===== config.mk =====
export PLATFORM = sky130hd
export DESIGN_NAME = rgb_combo_batch_counter
export DESIGN_NICKNAME = d
export VERILOG_FILES = /design/src/rtl/rgb_ball_pkg.sv /design/src/rtl/batch_run_tracker.sv /design/src/rtl/rgb_combo_batch_counter.sv
export SDC_FILE = /design/constraint.sdc
export NUM_CORES = 1
export LEC_CHECK = 0
export ABC_AREA = 1
export CAP_MARGIN = 5
export CORE_UTILIZATION = 54
export CTS_BUF_LIST = sky130_fd_sc_hd__clkbuf_4 sky130_fd_sc_hd__clkbuf_8
export CTS_CLUSTER_DIAMETER = 150
export DETAILED_ROUTE_END_ITERATION = 16
export GPL_TIMING_DRIVEN = 0
export HOLD_SLACK_MARGIN = 0.1
export PLACE_DENSITY = 0.8
export SKIP_LAST_GASP = 1
export SLEW_MARGIN = 20
export SYNTH_ARGS = -nofsm -noshare
export SYNTH_HDL_FRONTEND = slang
export SYNTH_HIERARCHICAL = 1
export SYNTH_SLANG_ARGS = --single-unit

===== constraint.sdc =====
create_clock -name clk -period 1.9 [get_ports clk]
set_input_delay 0.475 -clock clk [delete_from_list [all_inputs] [get_ports clk]]
set_output_delay 0.475 -clock clk [all_outputs]
set_load 0.02 [all_outputs]

===== src/rtl/rgb_ball_pkg.sv =====
// Shared types and defaults for the RGB ball detector path.
// Colour codes, output-holder state encoding and batch-counter defaults.
package rgb_ball_pkg;

    typedef enum logic [1:0] {
        GC = 2'b00,
        BC = 2'b01,
        RC = 2'b10
    } colour_e;

    typedef enum logic {
        EMPTY = 1'b0,
        FULL  = 1'b1
    } res_state_e;

    localparam int unsigned DEF_BATCH_LEN = 16;
    localparam int unsigned DEF_CNT_W     = 5;

endpackage


===== src/rtl/batch_run_tracker.sv =====
// Tracks the current and longest run of consecutive detections in a batch.
// max_run is combinational and already includes the ball accepted this cycle.
// No backpressure; close/clr restart both counters on the same edge.
module batch_run_tracker
    import rgb_ball_pkg::*;
#(
    parameter int unsigned CNT_W = DEF_CNT_W
) (
    input  logic             clk,
    input  logic             rst_n,
    input  logic             clr,
    input  logic             vld,
    input  logic             det,
    input  logic             close,
    output logic [CNT_W-1:0] max_run
);

    logic [CNT_W-1:0] cur_q, cur_d;
    logic [CNT_W-1:0] max_q, max_d;
    logic [CNT_W-1:0] cur_now;

    always_comb begin
        cur_now = cur_q;
        if (vld) begin
            cur_now = det ? cur_q + 1'b1 : '0;
        end
        max_run = (cur_now > max_q) ? cur_now : max_q;

        cur_d = cur_now;
        max_d = max_run;
        if (clr || close) begin
            cur_d = '0;
            max_d = '0;
        end
    end

    always_ff @(posedge clk or negedge rst_n) begin
        if (!rst_n) begin
            cur_q <= '0;
            max_q <= '0;
        end else begin
            cur_q <= cur_d;
            max_q <= max_d;
        end
    end

endmodule


===== src/rtl/rgb_combo_batch_counter.sv =====
// Batches accepted balls/detections into fixed-length results on a valid/ready port.
// Result valid one cycle after the closing ball/flush; one-entry holder, overflow drops new batch.
// res_vld never depends on res_rdy; BATCH_STREAK_EN adds res_max_run via batch_run_tracker.
module rgb_combo_batch_counter
    import rgb_ball_pkg::*;
#(
    parameter int unsigned BATCH_LEN = DEF_BATCH_LEN,
    parameter int unsigned CNT_W     = DEF_CNT_W
) (
    input  logic             clk,
    input  logic             rst_n,
    input  logic             det_vld,
    input  logic             det_in,
    input  logic             flush,
    input  logic             clr,
    output logic             res_vld,
    input  logic             res_rdy,
    output logic [CNT_W-1:0] res_ball_cnt,
    output logic [CNT_W-1:0] res_det_cnt,
    output logic             ovf
`ifdef BATCH_STREAK_EN
    ,
    output logic [CNT_W-1:0] res_max_run
`endif
);

    localparam logic [CNT_W-1:0] LAST_IDX = CNT_W'(BATCH_LEN - 1);

    res_state_e       state_q, state_d;
    logic [CNT_W-1:0] ball_cnt_q, ball_cnt_d;
    logic [CNT_W-1:0] det_cnt_q, det_cnt_d;
    logic [CNT_W-1:0] res_ball_q, res_ball_d;
    logic [CNT_W-1:0] res_det_q, res_det_d;
    logic             ovf_q, ovf_d;

    logic [CNT_W-1:0] ball_tot, det_tot;
    logic             close, load;

    always_comb begin
        ball_tot = ball_cnt_q + CNT_W'(det_vld);
        det_tot  = det_cnt_q + CNT_W'(det_vld & det_in);
        // A flush closes only if the batch holds at least one ball, this cycle's included.
        close    = (det_vld && (ball_cnt_q == LAST_IDX)) || (flush && (ball_tot != '0));
        load     = close && ((state_q == EMPTY) || res_rdy);
    end

    always_comb begin
        state_d    = state_q;
        ball_cnt_d = close ? '0 : ball_tot;
        det_cnt_d  = close ? '0 : det_tot;
        res_ball_d = res_ball_q;
        res_det_d  = res_det_q;
        ovf_d      = ovf_q;

        if (clr) begin
            state_d    = EMPTY;
            ball_cnt_d = '0;
            det_cnt_d  = '0;
            res_ball_d = '0;
            res_det_d  = '0;
            ovf_d      = 1'b0;
        end else begin
            if (load) begin
                res_ball_d = ball_tot;
                res_det_d  = det_tot;
            end
            case (state_q)
                EMPTY: if (close) state_d = FULL;
                FULL: begin
                    if (res_rdy && !close) state_d = EMPTY;
                    if (close && !res_rdy) ovf_d = 1'b1;
                end
                default: state_d = EMPTY;
            endcase
        end
    end

    always_ff @(posedge clk or negedge rst_n) begin
        if (!rst_n) begin
            state_q    <= EMPTY;
            ball_cnt_q <= '0;
            det_cnt_q  <= '0;
            res_ball_q <= '0;
            res_det_q  <= '0;
            ovf_q      <= 1'b0;
        end else begin
            state_q    <= state_d;
            ball_cnt_q <= ball_cnt_d;
            det_cnt_q  <= det_cnt_d;
            res_ball_q <= res_ball_d;
            res_det_q  <= res_det_d;
            ovf_q      <= ovf_d;
        end
    end

    assign res_vld      = (state_q == FULL);
    assign res_ball_cnt = res_ball_q;
    assign res_det_cnt  = res_det_q;
    assign ovf          = ovf_q;

`ifdef BATCH_STREAK_EN
    logic [CNT_W-1:0] run_max;
    logic [CNT_W-1:0] res_run_q, res_run_d;

    batch_run_tracker #(
        .CNT_W (CNT_W)
    ) u_run (
        .clk     (clk),
        .rst_n   (rst_n),
        .clr     (clr),
        .vld     (det_vld),
        .det     (det_in),
        .close   (close),
        .max_run (run_max)
    );

    always_comb begin
        res_run_d = res_run_q;
        if (clr) begin
            res_run_d = '0;
        end else if (load) begin
            res_run_d = run_max;
        end
    end

    always_ff @(posedge clk or negedge rst_n) begin
        if (!rst_n) begin
            res_run_q <= '0;
        end else begin
            res_run_q <= res_run_d;
        end
    end

    assign res_max_run = res_run_q;
`endif

endmodule


# ---- Word-level counts from Yosys, hierarchy flattened
# Cells that the tools add are included.
dict set report totals {
  wordCells 40
  in_bits 7
  ff_bits 22
}
dict set report op_classes {
  n_addsub 2
  n_mux 15
  bitwise_logic 2
  n_reduce_logical 14
  n_eq_ne 1
}
# op count
set op_table {}
lappend op_table {{5-bit 2-to-1 mux} 8}
lappend op_table {{5-bit by 1-bit adder with 5-bit output} 2}
lappend op_table {{1-bit 2-to-1 mux} 6}
lappend op_table {{2-bit nonzero test} 3}
lappend op_table {{5-bit by 4-bit equality test with 1-bit output, second input constant} 1}
lappend op_table {{1-bit logical AND} 5}
lappend op_table {{5-bit nonzero test} 1}
lappend op_table {{1-bit zero test} 2}
lappend op_table {{1-bit logical OR} 2}
lappend op_table {{1-bit one-hot mux with 2 select lines} 1}
lappend op_table {{2-bit AND reduction} 1}
lappend op_table {{1-bit bitwise AND} 1}
lappend op_table {{1-bit NOT} 1}

# ---- Depth between registers and ports, before layout
dict set report depth {
  word_depth 9
  depth_mapped 12
  mapped_depth_nobuf 12
}

# ---- Worst setup path after synthesis
# OpenSTA, ideal clock, no wires.
dict set report synth_path {
  path_kind {in2reg}
  from {input port det_vld}
  to {register res_det_q[4] (netlist: res_det_cnt[4])}
  n_path_buf 1
  required_ps 1781
  setup_time_ps 119
  path_stages 11
  arrival_time_ps 1670
  slack_ps 111
  cell_sequence {ha_1 -> ha_1 -> inv_1 -> nand2_1 -> nor2_2 -> nand3_2 -> nand2_2 -> nand2_4 -> buf_6 -> nand3b_1 -> nand2_1}
}
dict set report synth_between {
  elab_chain_len 6
}
# item line_no
set synth_rtl {}
lappend synth_rtl {{from (decl)} rgb_combo_batch_counter.sv:12} ;# input logic det_vld,
lappend synth_rtl {{5-bit by 1-bit adder with 5-bit output} rgb_combo_batch_counter.sv:40} ;# ball_tot = ball_cnt_q + CNT_W'(det_vld);
lappend synth_rtl {{5-bit nonzero test} rgb_combo_batch_counter.sv:43} ;# close = (det_vld && (ball_cnt_q == LAST_IDX)) || (flush && (ball_tot != '0));
lappend synth_rtl {{1-bit logical AND} rgb_combo_batch_counter.sv:43}
lappend synth_rtl {{1-bit logical OR} rgb_combo_batch_counter.sv:43}
lappend synth_rtl {{1-bit logical AND} rgb_combo_batch_counter.sv:44} ;# load = close && ((state_q == EMPTY) || res_rdy);
lappend synth_rtl {{2-bit nonzero test (no source line)} -}
lappend synth_rtl {{to (signal assigned)} rgb_combo_batch_counter.sv:91} ;# res_det_q <= res_det_d;
lappend synth_rtl {{to (decl)} rgb_combo_batch_counter.sv:33} ;# logic [CNT_W-1:0] res_det_q, res_det_d;
# Several ways; a longest one is shown, not always the timed one. The select of a mux whose other input is x is not followed.
# A chain may end at the register's enable or synchronous reset.

# ---- Final worst setup path
dict set report layout_path {
  from {register res_ball_q[4] (netlist: res_ball_cnt[4])}
  to {output port res_ball_cnt[4]}
}
# item line_no
set layout_lines {}
lappend layout_lines {{from (decl)} rgb_combo_batch_counter.sv:32} ;# logic [CNT_W-1:0] res_ball_q, res_ball_d;
lappend layout_lines {{from (signal assigned)} rgb_combo_batch_counter.sv:90} ;# res_ball_q <= res_ball_d;
lappend layout_lines {{to (decl)} rgb_combo_batch_counter.sv:18} ;# output logic [CNT_W-1:0] res_ball_cnt,
# No word-level cell between the ends.

==> impl_metrics.toml <==
[worst_setup_path]
crit_family = "buffers and inverters"
path_buf_inv = 1
cp_num_cells = 1
slowest_stage = "clkdlybuf4s50_1"
path_class = "register to output pin"
worst-endpoint-required_ns = 1.42
path_cells = "clkdlybuf4s50_1"
arrival_ns = 1.33
worstPathMaxFanout = 2
cp-start-kind = "register"
timing.rr.start = "ball_cnt_q[0]"
critPathCapture = "res_ball_cnt[4]"
slowest_delay_ns = 0.63
worst_setup_path_end_kind = "output pin"
r2r_cells = 11
ff2ff_setup_slack_ns = 0.16
r2r_end = "res_det_cnt[3]"
startpoint = "res_ball_cnt[4]"

[cts]
clk_pin_slew_ns = 0.13
clkLatencyLatePin_ns = 0.32
cts_made_buffers = 3
cts_buffer_depth = 2
cts_tree = "done"
htreeDepth = 1
cts.hold.buffers_added = 0
cts-root-buf = "clkbuf_4"
cts.sinks = 22

[power_and_ir_drop]
pwr-share-seq_pct = 48.1
p_int_mw = 0.759
power_mw = 1.02
power.leakage_nw = 0.674
pwr_density_cell_mw_per_mm2 = 734
ir_drop_uv = 604
p_sw_mw = 0.258
p_comb_share_pct = 16.1
swShare_pct = 25.4
pwr-share-clk_pct = 35.9

[floorplan]
die-area_mm2 = 0.00222
core-area_mm2 = 0.00182
die_h_um = 47.1
start_util_pct = 60.4
die_w_um = 47.1
row_count = 15
ios = 19

[detailed_routing]
dr.pass1.iters = 4
drtIter0Drc = 12
drc = 0
route.vias.total = 914
drt_wl_total_um = 2200
antenna_left = 0
wire_per_inst_um = 12.7
via_per_inst = 5.28

[synth]
synth-edff-count = 0
synth_most_common_cell = "nand2_1"
synth_seq_cells = 22
synth_flop_cell = "dfrtp_1"
ys_warn_count = 6
yosys-top-cells-area = "dfrtp_1 (50%), nand2_1 (8.2%), nand3_1 (7.3%), inv_1 (4.8%), ha_1 (4.6%)"
synth-seq-area-share_pct = 50.1
synthDistinctLibCells = 21
yosys.area.top_type = "dfrtp_1"
syn-cell-area_mm2 = 0.00110
synthCells = 125
yosysTopAreaCellShare_pct = 50.1
syn_area_per_cell_um2 = 8.80
synth_nets = 136
synth_common_cells = "nand2_1 (24), dfrtp_1 (22), nand3_1 (16)"
synth-async-reset-ratio_pct = 100

[timing]
post-route-period-util_pct = 95.0
tightestPinTransition_ns = 0.599
worst_slack_ns = 0.0949
slew_viol_final = 0
setup_viol = 0
clock.fmax_ghz = 0.554
whs_ns = 0.0847
rsz0062_at_grt = "false"
skew_ns = 0.0114
final_hold_viol_count = 0
slew_headroom_pct = 60.1
fin_crit_ns = 1.81

[finish]
multi_input_area_um2 = 479
fill_cells = 141
register_area_um2 = 551
area_delta_synth_final_pct = 26.1
antenna_cells = 0
nNetsFinal = 160
drive_gt1_share_pct = 14.9

[place]
hpwl_um = 1600
pre_cts_slack_ns = -0.527
port_buffers = 18
gp_congestion = 0.867

[hold_path]
hold_class = "input port to async pin"

[global_routing]
grt_max_degree = 23
first_global_vias = 875
grt-ovfl-total = 0
track_usage_pct = 23.8
antenna_found_initial = 0
grt_pass1_wl_um = 3570

[flow_run]
maxCapViolations = 0

[outcome]
status = "completed"
-- cell usage in the layout (no fill, tap or decap), drive strengths merged --
cell	n
dfrtp	22
buf	5
nand2	28
nand3b	2
dlygate4sd2	1
a21oi	2
nor3	5
nand3	17
ha	4
clkbuf	5
inv	14
bufinv	1
nor2	13
clkdlybuf4s50	16
nand4	8
clkinv	1
o21ai	3
a31oi	1
-- repair_timing --
action	in CTS	in global routing
endpoints found under the setup margin	22	10
buffers inserted	1	0
cloned	0	0
resized for setup	3	2
pin swaps	1	0
-- cells by family (layout without fill, tap and decap cells) --
group	count (synthesis)	in the layout	synth area share (%)
AO/OA/AOI/OAI	6	6	2.84
adder cells (fa/ha/maj)	4	4	4.55
buffers and inverters	20	43	8.30
flip-flops	22	22	50.1
AND/OR/NAND/NOR	73	73	34.2
-- power groups by stage --
stage	Sequential (mW)	Clock (mW)	Combinational (mW)
after floorplan	0.507	0	0.0904
after global placement	0.497	0	0.155
after detailed placement	0.498	0	0.158
after CTS	0.489	0.371	0.163
after global routing	0.491	0.385	0.182
final	0.489	0.365	0.163
-- state kept, by name, indices dropped and copies added, names as in the netlist --
signal,count
res_ball_cnt,5
res_det_cnt,5
ball_cnt_q,5
det_cnt_q,5
ovf,1
res_vld,1
-- worst min-delay path by stage --
| stage | startpoint | endpoint | slack (ns) | cells after the start |
|---|---|---|---|---|
| finish | rst_n | ball_cnt_q[3] | 0.08 | 1 |
| global route | rst_n | ball_cnt_q[4] | 0.13 | 1 |
| CTS | res_ball_cnt[1] | res_ball_cnt[1] | 0.52 | 2 |
| detailed placement | res_ball_cnt[1] | res_ball_cnt[1] | 0.49 | 2 |
| global placement | res_det_cnt[3] | res_det_cnt[3] | 0.49 | 2 |
| floorplan | rst_n | ball_cnt_q[0] | 0.18 | 0 |
-- stage by stage --
stage	cells	TNS (ns)	area, um2	utilization [%]
detailed placement	168	-10.31	1310	72.0
global route	173	0	1390	76.2
global placement	168	-9.70	1310	72.0
finish	173	0	1390	76.2
CTS	173	0	1380	75.7
floorplan	125	0	1100	-
-- metal layers --
layer / track usage (%) / share of wire, % / vias up / wire length (um)
li1: - / - / 462 / -
met1: 27.6 / 41 / 430 / 898
met2: 42.8 / 54 / 20 / 1190
met3: 8.08 / 4.5 / 2 / 100
met4: 4.57 / 0.64 / 0 / 14
met5: 0 / 0 / - / 0
-- layout make-up --
type	instances	share of cell area, %
Buffer	5	2.53
Clock buffer	3	1.62
Clock inverter	1	2.17
Inverter	15	4.06
Multi-Input combinational cell	83	34.6
Sequential cell	22	39.7
Tap cell	25	2.26
Timing Repair Buffer	19	13.1
No activity file was read; power rests on OpenSTA's default activity.
==> edit 1, RTL diff (config.mk and constraints unchanged) <==
Set the package constant `DEF_CNT_W` to 10 (it was 5).
--- a/src/rtl/rgb_ball_pkg.sv
+++ b/src/rtl/rgb_ball_pkg.sv
@@ -14,7 +14,7 @@
     } res_state_e;
 
     localparam int unsigned DEF_BATCH_LEN = 16;
-    localparam int unsigned DEF_CNT_W     = 5;
+    localparam int unsigned DEF_CNT_W     = 10;
 
 endpackage
 
Ports: changed (resized res_ball_cnt and res_det_cnt); port bits go from 19 to 29. The function was not compared with the original's and may differ.
==> edit 1 against the original RTL <==
- setup slack got worse by 0.26 ns
- largest power group unchanged
- power rose by 92%
- wire length rose to 2.6 times the old value
- sequential power rose by 88%
- final cell count rose by 110%
- design area rose by 110%
- critical path type is now flop to flop
- sequential share of layout area fell by 3.8 points
- non-clock buffer count rose by 32
- global-route usage rose by 7.2 points
- the flow now finishes with violations (negative setup slack)
- synthesized area rose by 97%
- highest routed layer unchanged
- sequential cell count rose by 20
==> edit 1: results (changes against the original RTL) <==
root buf cell=clkbuf_8; Slew headroom=59.40% (-0.66 points); CP endpoint=res_det_cnt[1]$_DFFE_PN0P_; synth top area cells=dfrtp_1, nand2_1, nand3_1, nor2_1, inv_1; vias in the first global route=1992 (+130%); vias per cell=5.721 (+8.3%); status=complete, but fails checks; nets@finish=330 (+110%); peak supply drop=520.4 uV (-14%); final worst slack=-0.1668 ns (-0.2617 ns); hpwl dp=3.555 mm (+120%); layout cells sized above 1=23.27% (+8.4 points); largest net degree at the start of global routing=24 (+4.3%); Clk Latency, worst-skew pair=0.29 ns (-0.03 ns); cell depth of the worst flop-to-flop path=14 (+3); final WL=5.790 mm (+160%); pre-CTS setup slack=-0.7993 ns (-0.2726 ns); sequential fraction of the synthesis area=48.44% (-1.6 points); violated checks=negative setup slack; number of buffers created by CTS=5 (+2); Worst Clk Skew=0.006847 ns (-0.004534 ns); htree depth=2 (+1); Worst EP arrival=2.30 ns (+0.97 ns); Total GRT Usage=30.93% (+7.2 points); Pleak=1.350 nW (+100%); clock-pin slew on the worst setup and hold paths=0.08 ns (-0.05 ns); critical path class=flop to flop; drt first-iter violations=159 (+147); global placement routability congestion=0.8313 (-4.2%); final setup violation count=42 (+42); filler instances=274 (+94%); commonest cells in the netlist=nand2_1, dfrtp_1, nand3_1
## edit 1: cell families (layout without fill, tap and decap cells)
kind of cell | after synthesis | after routing | share of synthesized area (%)
flip-flops | 42 | 42 | 48.44
AND/OR/NAND/NOR | 169 | 169 | 37.83
adder cells (fa/ha/maj) | 5 | 5 | 2.884
XOR/XNOR | 2 | 2 | 0.8075
buffers and inverters | 42 | 92 | 8.189
AO/OA/AOI/OAI | 8 | 8 | 1.846
## edit 1: through the flow
stage	instances	hold slack [ns]	area, sq um	setup TNS [ns]
finish	366	0.1342	2933	-4.318
global route	366	0.1592	2933	-8.292
CTS	363	0.1445	2879	-0.4082
detailed placement	345	0.4587	2545	-32.15
global placement	344	0.4850	2522	-58.85
floorplan	268	0.1794	2182	0
## edit 1: worst max-delay path, cell delays in order, from the launching register on
cell	delay (ns)
dfrtp_2	0.46
ha_4	0.19
ha_4	0.21
inv_2	0.06
nand2_2	0.06
nor2_2	0.09
nand3_1	0.08
nor2_1	0.15
nand3_2	0.10
nand2_2	0.09
nand2_4	0.09
nand2_4	0.12
buf_6	0.15
nand3_2	0.06
nand2_1	0.10
## edit 1: final cells by class
type	count	area share, %
multi-input combinational	184	37.71
buffer	13	2.858
tap	48	2.048
inverter	29	3.712
timing repair buffer	43	13.95
sequential	42	35.88
clock buffer	6	2.816
clock inverter	1	1.024
## edit 1: worst min path at each step
stage          slack, ns                           to                         from  depth (start not counted)
2_1_floorplan       0.18      ball_cnt_q[0]$_DFF_PN0_                        rst_n                          0
3_3_place_gp        0.49  res_ball_cnt[1]$_DFFE_PN0P_  res_ball_cnt[1]$_DFFE_PN0P_                          2
3_5_place_dp        0.46      ball_cnt_q[5]$_DFF_PN0_                        rst_n                          1
4_1_cts             0.14      ball_cnt_q[7]$_DFF_PN0_                        rst_n                          1
5_1_grt             0.16      ball_cnt_q[7]$_DFF_PN0_                        rst_n                          1
6_report            0.13      ball_cnt_q[7]$_DFF_PN0_                        rst_n                          1
## edit 1: routing by layer
layer	up-vias	track usage, %	routed length (um)
li1	970	-	-
met1	1002	41.26	2459
met2	108	50.64	2832
met3	14	4.688	408
met4	0	11.96	91
met5	-	0	0
## edit 1: repair_timing
action,in CTS,in global routing
cloned,2,0
setup buffers,9,3
resized for setup,43,8
setup endpoints to repair,42,42
pin swaps,25,19
## edit 1: power by group
| part | switching [W] | internal [W] |
|---|---|---|
| sequential | 0.0000143 | 0.000907 |
| combinational | 0.000187 | 0.000124 |
| clock | 0.000300 | 0.000420 |
==> edit 2, RTL diff (same flow settings) <==
Without the edit above. Put one more register stage on the output `res_det_cnt`. The value now appears one clock later. The other outputs are not delayed to match.
--- a/src/rtl/rgb_combo_batch_counter.sv
+++ b/src/rtl/rgb_combo_batch_counter.sv
@@ -95,7 +95,9 @@
 
     assign res_vld      = (state_q == FULL);
     assign res_ball_cnt = res_ball_q;
-    assign res_det_cnt  = res_det_q;
+    always_ff @(posedge clk) begin
+        res_det_cnt <= res_det_q;
+    end
     assign ovf          = ovf_q;
 
 `ifdef BATCH_STREAK_EN
Formal check against the unedited RTL: not equivalent (Yosys sat finds a counterexample within 4 cycles, from zero or initial values and one cycle with rst_n low).
==> edit 2 against the original RTL <==
- clock skew shrank 0.0072 ns
- synthesized area grew 11%
- wire length grew 3.1%
- power grew 0.69%
- non-clock buffer count is the same
- design area grew 6.4%
- die area grew 10%
- setup slack gained 0.0044 ns
- via count grew 5.8%
- sequential cell count grew 5
- maximum frequency grew 0.24%
- largest cell class unchanged
- largest power group unchanged
==> edit 2: results (changes against the original RTL) <==
FFs w/ async S/R, synth=81.48% (-19 points); htree depth=1 (unchanged); global-route met2 utilization=36.07% (-6.7 points); XOR/XNOR share of the synthesized area=0.7194% (+0.72 points); DR WL/cell=12.69 um (-0.32%); met1 WL=1.003 mm (+12%); global placement routability congestion=0.7933 (-8.5%); commonest cells in the netlist=nand2_1, dfrtp_1, nand3_1; vias per cell=5.402 (+2.3%); met1 Use GR=29.22% (+1.6 points); Post-Synth Adder-Cell Area=4.111% (-0.44 points); layout cells sized above 1=17.76% (+2.9 points); Worst Clk Skew=0.004159 ns (-0.007222 ns); drt first-iter violations=36 (+24); clock-pin slew on the worst setup and hold paths=0.15 ns (+0.02 ns); CP peak stage delay=0.60 ns (-0.03 ns); Distinct cells, synth=23 (+9.5%); global-route wire length before repair=4.029 mm (+13%); grt met3 use=2.778% (-5.3 points); nets@finish=164 (+2.5%); vias in the first global route=903 (+3.2%); filler instances=159 (+13%); peak supply drop=481.5 uV (-20%); sw frac=28.36% (+3.0 points); status=finished, final reports clean; routed wl met3=116 um (+16%); Synth Area in Compound Gates=1.542% (-1.3 points); Pleak=0.7215 nW (+7.1%); syn_nets=141 (+3.7%); hpwl dp=1.631 mm (+1.9%); met2 wire length=1.078 mm (-9.3%)
-- edit 2: repair_timing --
action / CTS / global route
endpoints found under the hold margin: 0 / 0
pin swaps: 0 / 0
endpoints found under the setup margin: 22 / 13
setup buffers: 0 / 1
cloned: 0 / 0
gates resized for setup: 2 / 3
-- edit 2: cell type report --
type | instances | share of cell area, %
Buffer | 6 | 2.629
Clock buffer | 3 | 1.527
Clock inverter | 1 | 0.5089
Inverter | 15 | 3.817
Multi-Input combinational cell | 82 | 33.50
Sequential cell | 27 | 44.11
Tap cell | 27 | 2.290
Timing Repair Buffer | 18 | 11.62
-- edit 2: power groups by stage --
stage,clock network (W),logic (W),registers [W]
after global placement,0,0.000157,0.000606
after floorplan,0,0.0000925,0.000616
after CTS,0.000267,0.000159,0.000597
final,0.000262,0.000165,0.000597
after global routing,0.000276,0.000184,0.000599
after detailed placement,0,0.000159,0.000608
-- edit 2: stage by stage --
step	cell area, sq um	cells
after floorplan	1217	130
after global placement	1421	174
after detailed placement	1421	174
after CTS	1453	178
after global routing	1475	179
final	1475	179
-- edit 2: worst paths after layout --
check | from | to | slack (ns) | cells past startpoint
worst max register to register | ball_cnt_q[0]$_DFF_PN0_ | res_ball_cnt[3]$_DFFE_PN0P_ | 0.20 | 11
min in group clk | res_det_q[2]$_DFFE_PN0P_ | res_det_cnt[2]$_DFF_P_ | 0.39 | 0
worst min-delay path | rst_n | ball_cnt_q[1]$_DFF_PN0_ | 0.07 | 1
max in group asynchronous | rst_n | ball_cnt_q[2]$_DFF_PN0_ | 1.51 | 1
worst max-delay path | res_ball_cnt[1]$_DFFE_PN0P_ | res_ball_cnt[1] | 0.1 | 1
worst min register to register | res_det_q[2]$_DFFE_PN0P_ | res_det_cnt[2]$_DFF_P_ | 0.39 | 0
